$ cat src/rtl/exec_csr.sv
// exec_csr -- Zicsr execute stage (CSRRW/CSRRS/CSRRC and immediate forms).
//
// Takes the forwarded old CSR value from the CSR read stage, computes the new
// CSR value and the rd write-back value, and pipelines the result through an
// exec register and a cushion register. Both registers are exported every
// cycle so the read stage can forward from them; the cushion register also
// drives the CSR file write port.
//
// Ports:
//   CLK, RST                    clock, synchronous active-high reset
//   FLUSH, STALL, MEM_WAIT      pipeline control
//   VALID, FUNCT3, RD_ADDR,
//   RS1_ADDR, RS1_DATA          decoded instruction (RS1_ADDR doubles as zimm)
//   CSR_RVALID/ADDR/RDATA       read-stage result (RVALID=0 is a hazard)
//   STALL_REQ                   combinational hazard stall request
//   FWD_EXEC_*                  exec register CSR write intent
//   FWD_CUSHION_*, CSR_W*       cushion register CSR write intent / write port
//   REG_W_*                     integer write-back from the exec register
//   EXC_ILLEGAL                 exec register illegal-instruction flag
module exec_csr (
  input  logic        CLK,
  input  logic        RST,
  input  logic        FLUSH,
  input  logic        STALL,
  input  logic        MEM_WAIT,
  input  logic        VALID,
  input  logic [2:0]  FUNCT3,
  input  logic [4:0]  RD_ADDR,
  input  logic [4:0]  RS1_ADDR,
  input  logic [31:0] RS1_DATA,
  input  logic        CSR_RVALID,
  input  logic [11:0] CSR_ADDR,
  input  logic [31:0] CSR_RDATA,
  output logic        STALL_REQ,
  output logic        FWD_EXEC_EN,
  output logic [11:0] FWD_EXEC_ADDR,
  output logic [31:0] FWD_EXEC_DATA,
  output logic        FWD_CUSHION_EN,
  output logic [11:0] FWD_CUSHION_ADDR,
  output logic [31:0] FWD_CUSHION_DATA,
  output logic        CSR_WREN,
  output logic [11:0] CSR_WADDR,
  output logic [31:0] CSR_WDATA,
  output logic        REG_W_EN,
  output logic [4:0]  REG_W_RD,
  output logic [31:0] REG_W_DATA,
  output logic        EXC_ILLEGAL
);

  typedef struct packed {
    logic        csr_en;
    logic [11:0] csr_addr;
    logic [31:0] csr_data;
    logic        reg_en;
    logic [4:0]  reg_rd;
    logic [31:0] reg_data;
    logic        illegal;
  } exec_t;

  typedef struct packed {
    logic        en;
    logic [11:0] addr;
    logic [31:0] data;
  } cush_t;

  exec_t exec_q, exec_d;
  cush_t cush_q, cush_d;

  logic [31:0] src, new_val;
  logic        csr_wr, illegal, accept;

  assign STALL_REQ = VALID && !CSR_RVALID;
  assign accept    = VALID && CSR_RVALID && !STALL && !MEM_WAIT && !FLUSH;

  always_comb begin
    src     = FUNCT3[2] ? {27'b0, RS1_ADDR} : RS1_DATA;
    new_val = 32'b0;
    csr_wr  = 1'b0;
    case (FUNCT3[1:0])
      2'b01: begin new_val = src;              csr_wr = 1'b1; end
      2'b10: begin new_val = CSR_RDATA | src;  csr_wr = (RS1_ADDR != 5'd0); end
      2'b11: begin new_val = CSR_RDATA & ~src; csr_wr = (RS1_ADDR != 5'd0); end
      default: ;
    endcase
    // Writes into the 0xC00-0xFFF read-only window trap; pure reads do not.
    illegal = (FUNCT3[1:0] == 2'b00) || (csr_wr && (CSR_ADDR[11:10] == 2'b11));
  end

  // Next exec contents. Fields are zeroed whenever their enable is clear so
  // bubbles and trapped instructions never leak stale addresses or data.
  always_comb begin
    exec_d = '0;
    if (accept) begin
      if (illegal) begin
        exec_d.illegal = 1'b1;
      end else begin
        if (csr_wr) begin
          exec_d.csr_en   = 1'b1;
          exec_d.csr_addr = CSR_ADDR;
          exec_d.csr_data = new_val;
        end
        if (RD_ADDR != 5'd0) begin
          exec_d.reg_en   = 1'b1;
          exec_d.reg_rd   = RD_ADDR;
          exec_d.reg_data = CSR_RDATA;
        end
      end
    end
    cush_d.en   = exec_q.csr_en;
    cush_d.addr = exec_q.csr_addr;
    cush_d.data = exec_q.csr_data;
  end

  // FLUSH/STALL override MEM_WAIT; exec_d is already a bubble in those cases
  // because accept excludes them.
  always_ff @(posedge CLK) begin
    if (RST) begin
      exec_q <= '0;
      cush_q <= '0;
    end else if (FLUSH || STALL || !MEM_WAIT) begin
      exec_q <= exec_d;
      cush_q <= cush_d;
    end
  end

  assign FWD_EXEC_EN      = exec_q.csr_en;
  assign FWD_EXEC_ADDR    = exec_q.csr_addr;
  assign FWD_EXEC_DATA    = exec_q.csr_data;
  assign FWD_CUSHION_EN   = cush_q.en;
  assign FWD_CUSHION_ADDR = cush_q.addr;
  assign FWD_CUSHION_DATA = cush_q.data;
  assign CSR_WREN         = cush_q.en;
  assign CSR_WADDR        = cush_q.addr;
  assign CSR_WDATA        = cush_q.data;
  assign REG_W_EN         = exec_q.reg_en;
  assign REG_W_RD         = exec_q.reg_rd;
  assign REG_W_DATA       = exec_q.reg_data;
  assign EXC_ILLEGAL      = exec_q.illegal;

endmodule
$ cat config.mk
export PLATFORM = sky130hd
export DESIGN_NAME = exec_csr
export DESIGN_NICKNAME = d
export VERILOG_FILES = /design/src/rtl/exec_csr.sv
export SDC_FILE = /design/constraint.sdc
export NUM_CORES = 1
export LEC_CHECK = 0
export ABC_AREA = 0
export BUFFER_PORTS_ARGS = -buffer_cell sky130_fd_sc_hd__buf_2
export CAP_MARGIN = 30
export CORE_ASPECT_RATIO = 1.2
export CORE_UTILIZATION = 41
export CTS_CLUSTER_DIAMETER = 50
export CTS_CLUSTER_SIZE = 16
export DETAILED_ROUTE_END_ITERATION = 10
export PLACE_DENSITY = 0.82
export SKIP_CTS_REPAIR_TIMING = 1
export SLEW_MARGIN = 20
export SYNTH_ARGS = -nofsm -noshare
export SYNTH_HDL_FRONTEND = slang
export SYNTH_SLANG_ARGS = --single-unit
$ cat constraint.sdc
create_clock -name CLK -period 3 [get_ports CLK]
set_input_delay 0.15 -clock CLK [delete_from_list [all_inputs] [get_ports CLK]]
set_output_delay 0.15 -clock CLK [all_outputs]
set_load 0.05 [all_outputs]
# After elaboration in Yosys (flattened, before gate mapping)
# Index checks and enable logic that the tools add are counted.
# word_totals
register_bits,129
inputBits,96
wordCells,42
out_inout_bits,175
# op_classes
n_eq_ne,4
reduce_logical,17
n_bitwise,3
mux,8
# ops
operator,n
case mux 32 bit (3 select lines),1
two-way mux 84 bit,1
two-way mux 83 bit,1
two-way mux 45 bit,1
two-way mux 38 bit,1
bitwise AND 32 bit,1
two-way mux 32 bit,1
NOT 32 bit,1
bitwise OR 32 bit,1
nonzero test 5 bit,2
"equality test 2 bit, second input constant",3
logical AND 1 bit,6
zero test 1 bit,4
logical OR 1 bit,3
"equality test 2 x 1 -> 1 bit, second input constant",1
zero test 2 bit,1
case mux 1 bit (2 select lines),1
OR reduction 2 bit,1
two-way mux 1 bit,1

# Logic depth before layout (Yosys ltp)
# Gate-level depths: netlist (run 1).
# logic_depth
word_depth,7
mapped_depth,6

# Worst setup path after synthesis (run 1)
# Ideal clock, no wire load.
# synth_timing
path_kind,input to register
start,input RD_ADDR[0]
end,"register exec_q, in the netlist REG_W_DATA[27]"
t_arrival_ns,1.287
setup_ns,0.117
cell_stages,5
required_ns,2.883
setup_slack_ns,1.596
path_cell_list,or4_1 > o21ai_1 > nor4_4 > buf_6 > a22o_2
# synth_between
elab_chain_cells,4
# synth_rtl
item,line_no,source
start: declaration,28,"input logic [4:0] RD_ADDR,"
nonzero test 5 bit,102,if (RD_ADDR != 5'd0) begin
two-way mux 38 bit,102,
two-way mux 83 bit,94,if (illegal) begin
two-way mux 84 bit,93,if (accept) begin
end signal: assignment,118,exec_q <= '0;
end signal: assignment,121,exec_q <= exec_d;
end: declaration,66,"exec_t exec_q, exec_d;"
# No other way between the ends.
# A chain may end at the register's enable or synchronous reset.

# Worst setup path in the final report (run 1)
# layout_timing
start,input RD_ADDR[0]
end,"register exec_q, in the netlist REG_W_DATA[20]"
# The elaborated chain is that of the path after synthesis.

==> impl_metrics.csv, run 1 <==
group,metric,value,unit
global_routing,overflow,0,
routing,first_pass_iters,7,
die,fp.dieW,108,um
synthesis,syn_inst,613,
routing,vias_per_cell,5.31,
timing,holdWs,0.00965,ns
outcome,status,"finished, final reports clean",
timing,rsz0062_at_grt,"no",
synthesis,yosys_warnings,0,
synthesis,ys_types,38,
cts,cts.clk_slew.worst_paths,0.06,ns
die,design.core.area,13200,um2
global_routing,grt_max_degree,91,
min_path,hp-class,"in -> reg",
timing,tightest_slew,0.721,ns
routing,routed_wl,17.2,mm
cts,cts-root-buf,"clkbuf_16",
timing,skew,0.0136,ns
global_routing,gr-usage-all-layers,0.226,
cts,clk_latency,0.41,ns
die,io-pin-count,271,
worst_setup_path,cp-endpoint,"REG_W_DATA[20]",
synthesis,yosysTopAreaCellShare,0.463,
layout,drive_above_1_share,0.395,
placement,placedCellCount,967,
worst_setup_path,crit_chain,"dlygate4sd3_1, buf_2, or4_1, o21ai_1, nor4_4, buf_4, a22o_2",
cts,h-tree-depth,4,
worst_setup_path,crit_buf_inv,3,
placement,gp_congestion,0.835,
power,powerDensity,559,nW/um2
worst_setup_path,reg2reg_depth,3,
worst_setup_path,timing.rr.end,"FWD_EXEC_DATA[31]",
timing,timing.final.crit_share,0.615,
layout,fill_cells,1196,
worst_setup_path,end_kind,"flop",
cts,clock-sinks,129,
routing,drtAntennaViolNets,0,
worst_setup_path,arrival,2.15,ns
power,p_leak,3.59,nW
die,initial_core_util,0.421,
worst_setup_path,cp.depth,7,
cts,numCtsBuffers,17,
routing,drt_iter0_markers,348,
synthesis,syn_nets,709,
timing,hold_viol,0,
global_routing,grt_pass1_wl,24.4,mm
power,peakVddDrop,365,uV
worst_setup_path,required,3.30,ns
synthesis,synth-seq-area-share,0.463,
routing,num_vias,5516,
run,maxCapViolCount,0,
worst_setup_path,cp_top_family,"buffers and inverters",
timing,tns,0,ns
die,num_rows,46,
worst_setup_path,r2r_start,"FWD_EXEC_DATA[31]",
layout,final_cell_count_no_fill,1039,
layout,syn_to_final_growth,37.6,%
worst_setup_path,criticalPathCategory,"in -> reg",
global_routing,first_global_vias,4641,
synthesis,yosys.area.top_type,"dfxtp_1",
die,die_y,130,um
worst_setup_path,critPathLaunchType,"input port",
layout,nets,953,
cts,cts_max_path_buffers,2,
placement,detailed_place_hpwl,11.0,mm
worst_setup_path,crit_path_top_delay_cell,"dlygate4sd3_1",
timing,clock.fmax,542,MHz
die,dieArea,14100,um2
synthesis,syn_avg_cell_area,9.10,um2
routing,drc,0,
timing,period_needed,1.84,ns
routing,wl_per_cell,16.6,um
timing,max_slew_margin,0.515,
timing,final_max_slew_viol_count,0,
synthesis,syn_area,5580,um2
timing,setup_viol,0,
worst_setup_path,cp-startpoint,"RD_ADDR[0]",
worst_setup_path,reg2reg_setup_slack,2.06,ns
global_routing,antenna_found_initial,1,
worst_setup_path,worst_path_largest_cell_delay,0.54,ns
synthesis,ys_ff_latch,129,
synthesis,synth_area_leaders,"dfxtp_1 46%, nand2_1 8.4%, buf_4 6.2%",
placement,port_buffers,270,
cts,cts_tree,"yes",
worst_setup_path,cp_max_fo,18,
layout,final_util,0.580,
==> layout make-up <==
type / count / area (um2) / share of cell area
timing repair buffer: 316 / 1810 / 0.236
clock inverter: 11 / 179 / 0.0233
tap: 168 / 210 / 0.0274
clock buffer: 21 / 460 / 0.0600
inverter: 1 / 3.75 / 0.000489
sequential: 129 / 2580 / 0.337
antenna: 1 / 2.50 / 0.000326
multi-input combinational: 392 / 2420 / 0.316
==> per-layer routing <==
metal | global-route usage | vias to the layer above | share of wire
met5 | 0 | - | 0
met4 | 0.103 | 0 | 0.029
met3 | 0.0574 | 45 | 0.065
met2 | 0.384 | 288 | 0.50
met1 | 0.267 | 2585 | 0.40
li1 | - | 2598 | -
==> Yosys cell counts, drive strengths merged <==
library cell,instances
dfxtp,129
nand2,125
buf,65
a21oi,47
a22o,38
nand2b,38
nand3,33
a211oi,32
o211a,32
clkbuf,25
nand3b,12
o21ai,12
mux2i,5
nor2,4
a21o,1
a41oi,1
and3,1
dlymetal6s2s,1
inv,1
nand4,1
nor2b,1
nor3,1
nor3b,1
nor4,1
nor4b,1
o211ai,1
or2,1
or3b,1
or4,1
xnor2,1
==> flip-flops by register name, indices dropped and copies added, names as in the netlist <==
register / flops
CSR_WDATA: 32
FWD_EXEC_DATA: 32
REG_W_DATA: 32
CSR_WADDR: 12
FWD_EXEC_ADDR: 12
REG_W_RD: 5
CSR_WREN: 1
EXC_ILLEGAL: 1
FWD_EXEC_EN: 1
REG_W_EN: 1
==> power breakdown <==
part | leakage (nW) | internal (mW) | switching (mW) | total, mW
combinational | 2.24 | 0.153 | 0.198 | 0.351
clock | 0.304 | 1.44 | 0.774 | 2.22
sequential | 1.04 | 1.72 | 0.00373 | 1.72
==> cell usage in the layout, fill, tap and decap left out, types with 7 or more instances in the layout <==
cell,instances
dfxtp_1,129
clkbuf_16,17
dlygate4sd3_1,38
nand2b_1,38
nand3b_1,11
nand3_1,32
buf_2,269
a21oi_1,47
nand2_1,125
a22o_2,26
o211a_1,32
a211oi_1,32
a22o_1,12
buf_4,7
o21ai_0,11
==> worst min-delay path, delay by kind of cell <==
family / cells / cell delay, ns
simple gates: 1 / 0.05
compound gates: 1 / 0.06
buf+inv: 1 / 0.10
==> how the worst min path moves through the flow <==
stage / from / end / cells past startpoint
finish: CSR_ADDR[0] / FWD_EXEC_ADDR[0] / 3
global route: CSR_ADDR[9] / FWD_EXEC_ADDR[9] / 3
CTS: CSR_RDATA[22] / REG_W_DATA[22] / 2
detailed placement: CSR_RDATA[29] / REG_W_DATA[29] / 2
global placement: CSR_RDATA[1] / REG_W_DATA[1] / 2
floorplan: CSR_RDATA[30] / REG_W_DATA[30] / 1
==> kinds of logic (layout without fill, tap and decap cells) <==
| group | Yosys count | count (layout) | share of synthesized area |
|---|---|---|---|
| buffers and inverters | 92 | 349 | 0.104 |
| other | 0 | 1 | 0 |
| DFF | 129 | 129 | 0.463 |
| muxes | 5 | 5 | 0.00898 |
| and+or+nand+nor | 222 | 222 | 0.199 |
| xor gates and xnor gates | 1 | 1 | 0.00157 |
| AOI/OAI and AO/OA | 164 | 164 | 0.224 |
==> metrics by stage <==
stage,power [mW],cell area [um2],worst slack [ns]
2_1_floorplan,1.94,5580,1.60
3_3_place_gp,2.06,6640,0.864
3_5_place_dp,2.07,6640,0.806
4_1_cts,4.28,7280,1.21
5_1_grt,4.43,7670,1.11
6_report,4.29,7670,1.16
(Power assumes the default switching activity.)
==> run 2, diff against run 1 <==
==> constraint.sdc (replaced) <==
create_clock -name CLK -period 1.8 [get_ports CLK]
set_input_delay 0.09 -clock CLK [delete_from_list [all_inputs] [get_ports CLK]]
set_output_delay 0.09 -clock CLK [all_outputs]
set_load 0.05 [all_outputs]
==> impl_metrics.csv, run 2 (synthesis gave the netlist of run 1 again) <==
group,metric,value,unit
routing,wl_per_cell,16.7,um
global_routing,first_global_vias,4921,
outcome,violations,"setup timing",
routing,vias_per_cell,5.31,
worst_setup_path,crit_chain,"dlygate4sd3_1, buf_2, or4_1, o21ai_1, nor4_4, buf_12, a22o_2",
routing,drt_iter0_markers,405,
min_path,hold_depth,3,
cts,numCtsBuffers,17,
min_path,hold_path_end,"EXC_ILLEGAL",
cts,cts-root-buf,"clkbuf_16",
worst_setup_path,crit_path_top_delay_cell,"dlygate4sd3_1",
layout,fill_cells,1117,
min_path,hp-class,"in -> reg",
timing,setup_viol,12,
worst_setup_path,reg2reg_setup_slack,0.89,ns
die,die_y,130,um
timing,tightest_slew,0.772,ns
power,powerDensity,918,nW/um2
power,peakVddDrop,639,uV
global_routing,grt_pass1_wl,25.2,mm
cts,clock-sinks,129,
timing,max_slew_margin,0.481,
timing,skew,0.00691,ns
routing,num_vias,5601,
layout,syn_to_final_growth,41.3,%
worst_setup_path,required,2.10,ns
timing,hold_viol,0,
global_routing,antenna_found_initial,0,
global_routing,gr-usage-all-layers,0.231,
worst_setup_path,r2r_start,"FWD_EXEC_DATA[28]",
timing,final_max_slew_viol_count,0,
layout,final_util,0.595,
worst_setup_path,reg2reg_depth,3,
die,num_rows,46,
timing,timing.final.crit_share,1.01,
placement,place_ws,-0.0498,ns
power,pwr-share-clk,0.516,
worst_setup_path,criticalPathCategory,"in -> reg",
placement,detailed_place_hpwl,11.2,mm
worst_setup_path,end_kind,"flop",
routing,drtAntennaViolNets,0,
layout,drive_above_1_share,0.399,
timing,holdWs,0.0152,ns
routing,routed_wl,17.6,mm
power,p_leak,3.68,nW
worst_setup_path,critPathLaunchType,"input port",
die,design.core.area,13200,um2
layout,nets,970,
cts,cts_tree,"yes",
worst_setup_path,arrival,2.11,ns
placement,gp_congestion,0.834,
run,maxCapViolCount,0,
timing,worst_slack,-0.0137,ns
layout,final_common_cell,"buf_2",
die,io-pin-count,271,
global_routing,overflow,0,
layout,most-common-layout-cells,"269 x buf_2, 129 x dfxtp_1, 125 x nand2_1",
power,p_comb_frac,0.086,
cts,clk_latency,0.41,ns
global_routing,grt_max_degree,91,
timing,period_needed,1.81,ns
power,finalPower,7.23,mW
power,power.switching,1.64,mW
layout,antenna_cells,0,
power,p_int,5.58,mW
min_path,hold_path_startpoint,"VALID",
timing,clock.fmax,551,MHz
routing,first_pass_iters,4,
routing,drc,0,
outcome,status,"finished with violations",
cts,cts.clk_slew.worst_paths,0.06,ns
power,switching_share,0.227,
die,initial_core_util,0.421,
cts,cts_max_path_buffers,2,
worst_setup_path,timing.rr.end,"FWD_EXEC_DATA[28]",
die,fp.dieW,108,um
worst_setup_path,worst_path_largest_cell_delay,0.54,ns
cts,h-tree-depth,4,
worst_setup_path,cp_max_fo,23,
die,dieArea,14100,um2
placement,port_buffers,270,
power,pwr-share-seq,0.397,
==> run 2: area by class of cell <==
class                   instances  area [um2]  area share
clock buffers                  20         467      0.0593
clock inverters                12         181      0.0230
inverters                       1        3.75    0.000477
flip-flops and latches        129        2580       0.328
repair buffers                333        2010       0.255
multi-input cells             392        2420       0.308
well taps                     168         210      0.0267
==> run 2: per-layer routing <==
metal | global-route usage | routed length, um | up-vias | part of all wire
met5 | 0 | 0 | - | 0
li1 | - | - | 2647 | -
met3 | 0.0455 | 1230 | 38 | 0.070
met2 | 0.403 | 9060 | 293 | 0.51
met4 | 0.102 | 367 | 0 | 0.021
met1 | 0.274 | 6990 | 2623 | 0.40
==> run 2: worst max path at each step <==
| stage | startpoint | endpoint | slack, ns | cells after the start |
|---|---|---|---|---|
| floorplan | RD_ADDR[0] | REG_W_DATA[27] | 0.46 | 5 |
| global placement | MEM_WAIT | REG_W_DATA[23] | 0.005 | 6 |
| detailed placement | MEM_WAIT | REG_W_DATA[23] | -0.05 | 6 |
| CTS | MEM_WAIT | REG_W_DATA[23] | 0.38 | 6 |
| global route | RD_ADDR[0] | REG_W_DATA[19] | -0.01 | 7 |
| finish | RD_ADDR[0] | REG_W_DATA[21] | -0.01 | 7 |
==> run 2: power groups by stage <==
stage                     Combinational, mW  Clock [mW]  Sequential, mW
after floorplan                       0.274           0            2.96
after global placement                0.531           0            2.93
after detailed placement              0.534           0            2.93
after CTS                             0.537        3.80            2.87
after global routing                  0.665        3.93            2.87
final                                 0.625        3.73            2.87
==> run 2: metrics by stage <==
stage / instances / cell area, um2 / TNS, ns
2_1_floorplan: 613 / 5580 / 0
3_3_place_gp: 976 / 6760 / 0
3_5_place_dp: 976 / 6760 / -0.901
4_1_cts: 1008 / 7410 / 0
5_1_grt: 1055 / 7880 / -0.0814
6_report: 1055 / 7880 / -0.0795
==> run 2: worst max-delay path, delay by kind of cell <==
family / cells / cell delay (ns)
AOI/OAI and AO/OA: 2 / 0.47
and+or+nand+nor: 2 / 0.66
buffers and inverters: 3 / 0.87
==> run 3, diff against run 2 <==
--- a/config.mk
+++ b/config.mk
@@ -14,6 +14,7 @@
 export CTS_CLUSTER_SIZE = 16
 export DETAILED_ROUTE_END_ITERATION = 10
 export PLACE_DENSITY = 0.82
+export RECOVER_POWER = 100
 export SKIP_CTS_REPAIR_TIMING = 1
 export SLEW_MARGIN = 20
 export SYNTH_ARGS = -nofsm -noshare
==> constraint.sdc (replaced) <==
create_clock -name CLK -period 1.8 [get_ports CLK]
set_input_delay 0.09 -clock CLK [delete_from_list [all_inputs] [get_ports CLK]]
set_output_delay 0.09 -clock CLK [all_outputs]
set_load 0.01 [all_outputs]
==> impl_metrics.csv, run 3 (synthesis gave the netlist of run 1 again) <==
group,metric,value,unit
outcome,status,"finished with violations",
outcome,violations,"setup timing",
cts,numCtsBuffers,17,
layout,nets,970,
global_routing,antenna_found_initial,0,
cts,clock-sinks,129,
layout,antenna_cells,0,
worst_setup_path,criticalPathCategory,"in -> reg",
layout,multiInputGateArea,2400,um2
global_routing,overflow,0,
timing,hold_viol,0,
layout,register_area,2580,um2
power,finalPower,7.19,mW
placement,gp_congestion,0.834,
routing,num_vias,5571,
die,io-pin-count,271,
power,power.switching,1.61,mW
power,powerDensity,945,nW/um2
worst_setup_path,arrival,2.11,ns
global_routing,use_met2,0.403,
global_routing,first_global_vias,4921,
die,design.core.area,13200,um2
layout,fill_cells,1236,
global_routing,gr-usage-all-layers,0.231,
routing,first_pass_iters,5,
power,p_leak,2.88,nW
cts,h-tree-depth,4,
timing,clock.fmax,553,MHz
global_routing,grt_max_degree,91,
cts,cts_max_path_buffers,2,
placement,detailed_place_hpwl,11.2,mm
routing,drtAntennaViolNets,0,
timing,worst_slack,-0.00976,ns
layout,final_common_cell,"clkbuf_1",
worst_setup_path,required,2.10,ns
cts,cts-root-buf,"clkbuf_16",
run,maxCapViolCount,0,
cts,cts.clk_slew.worst_paths,0.06,ns
power,pwr-share-seq,0.399,
routing,routed_wl,17.6,mm
timing,period_needed,1.81,ns
die,die_y,130,um
global_routing,met1_usage,0.274,
global_routing,grt_use_met3,0.0455,
routing,drt_iter0_markers,430,
timing,setup_viol,9,
layout,final_util,0.574,
layout,syn_to_final_growth,36.4,%
worst_setup_path,critPathLaunchType,"input port",
power,p_comb_frac,0.081,
routing,wl_per_cell,16.7,um
die,dieArea,14100,um2
die,initial_core_util,0.421,
power,pwr-share-clk,0.520,
worst_setup_path,cp_max_fo,23,
timing,max_slew_margin,0.358,
die,fp.dieW,108,um
layout,drive_above_1_share,0.197,
cts,cts_tree,"yes",
die,num_rows,46,
routing,vias_per_cell,5.28,
placement,port_buffers,270,
layout,most-common-layout-cells,"177 x clkbuf_1, 129 x dfxtp_1, 125 x nand2_1",
cts,clk_latency,0.41,ns
routing,drc,0,
global_routing,grt_pass1_wl,25.2,mm
power,switching_share,0.224,
timing,tightest_slew,0.963,ns
min_path,hp-class,"in -> reg",
worst_setup_path,end_kind,"flop",
timing,final_max_slew_viol_count,0,
power,peakVddDrop,640,uV
global_routing,busiest_layer,"met2",
timing,skew,0.00712,ns
timing,timing.final.crit_share,1.01,
power,p_int,5.58,mW
[run 3: path summary, 6_finish.rpt]
path	depth (start not counted)	end	startpoint	slack [ns]
worst max-delay path	7	REG_W_DATA[21]	RD_ADDR[0]	-0.01
worst min-delay path	3	EXC_ILLEGAL	VALID	0.02
worst min register to register	2	EXC_ILLEGAL	EXC_ILLEGAL	0.46
worst max register to register	3	FWD_EXEC_DATA[12]	FWD_EXEC_DATA[12]	0.88
[run 3: power by group through the flow]
| stage | Sequential (mW) | Clock [mW] | Combinational, mW |
|---|---|---|---|
| finish | 2.87 | 3.74 | 0.579 |
| global route | 2.87 | 3.93 | 0.619 |
| CTS | 2.87 | 3.80 | 0.501 |
| detailed placement | 2.93 | 0 | 0.498 |
| global placement | 2.93 | 0 | 0.495 |
| floorplan | 2.94 | 0 | 0.265 |
[run 3: critical path, stage by stage]
cell	delay, ns
dlygate4sd3_1	0.54
buf_2	0.13
or4_1	0.52
o21ai_1	0.26
nor4_4	0.14
buf_12	0.19
a22o_2	0.21
[run 3: layout make-up]
class | instances | area share
clock buffers | 20 | 0.0614
flip-flops and latches | 129 | 0.340
multi-input cells | 392 | 0.316
clock inverters | 12 | 0.0239
inverters | 1 | 0.000494
repair buffers | 333 | 0.231
well taps | 168 | 0.0276
[run 3: per-layer routing]
metal  up-vias  part of all wire
li1       2648                 -
met1      2617              0.40
met2       271              0.52
met3        35             0.065
met4         0             0.020
met5         -                 0
[run 3: per-stage QoR]
| stage | std cells | cell area, um2 | setup TNS (ns) | hold slack (ns) | setup WS [ns] |
|---|---|---|---|---|---|
| 2_1_floorplan | 613 | 5580 | 0 | 0.215 | 0.456 |
| 3_3_place_gp | 976 | 6760 | 0 | 0.319 | 0.00455 |
| 3_5_place_dp | 976 | 6760 | -0.901 | 0.319 | -0.0498 |
| 4_1_cts | 1008 | 7410 | 0 | -0.109 | 0.379 |
| 5_1_grt | 1055 | 7600 | -0.0816 | 0.0281 | -0.0148 |
| 6_report | 1055 | 7600 | -0.0473 | 0.0200 | -0.00976 |
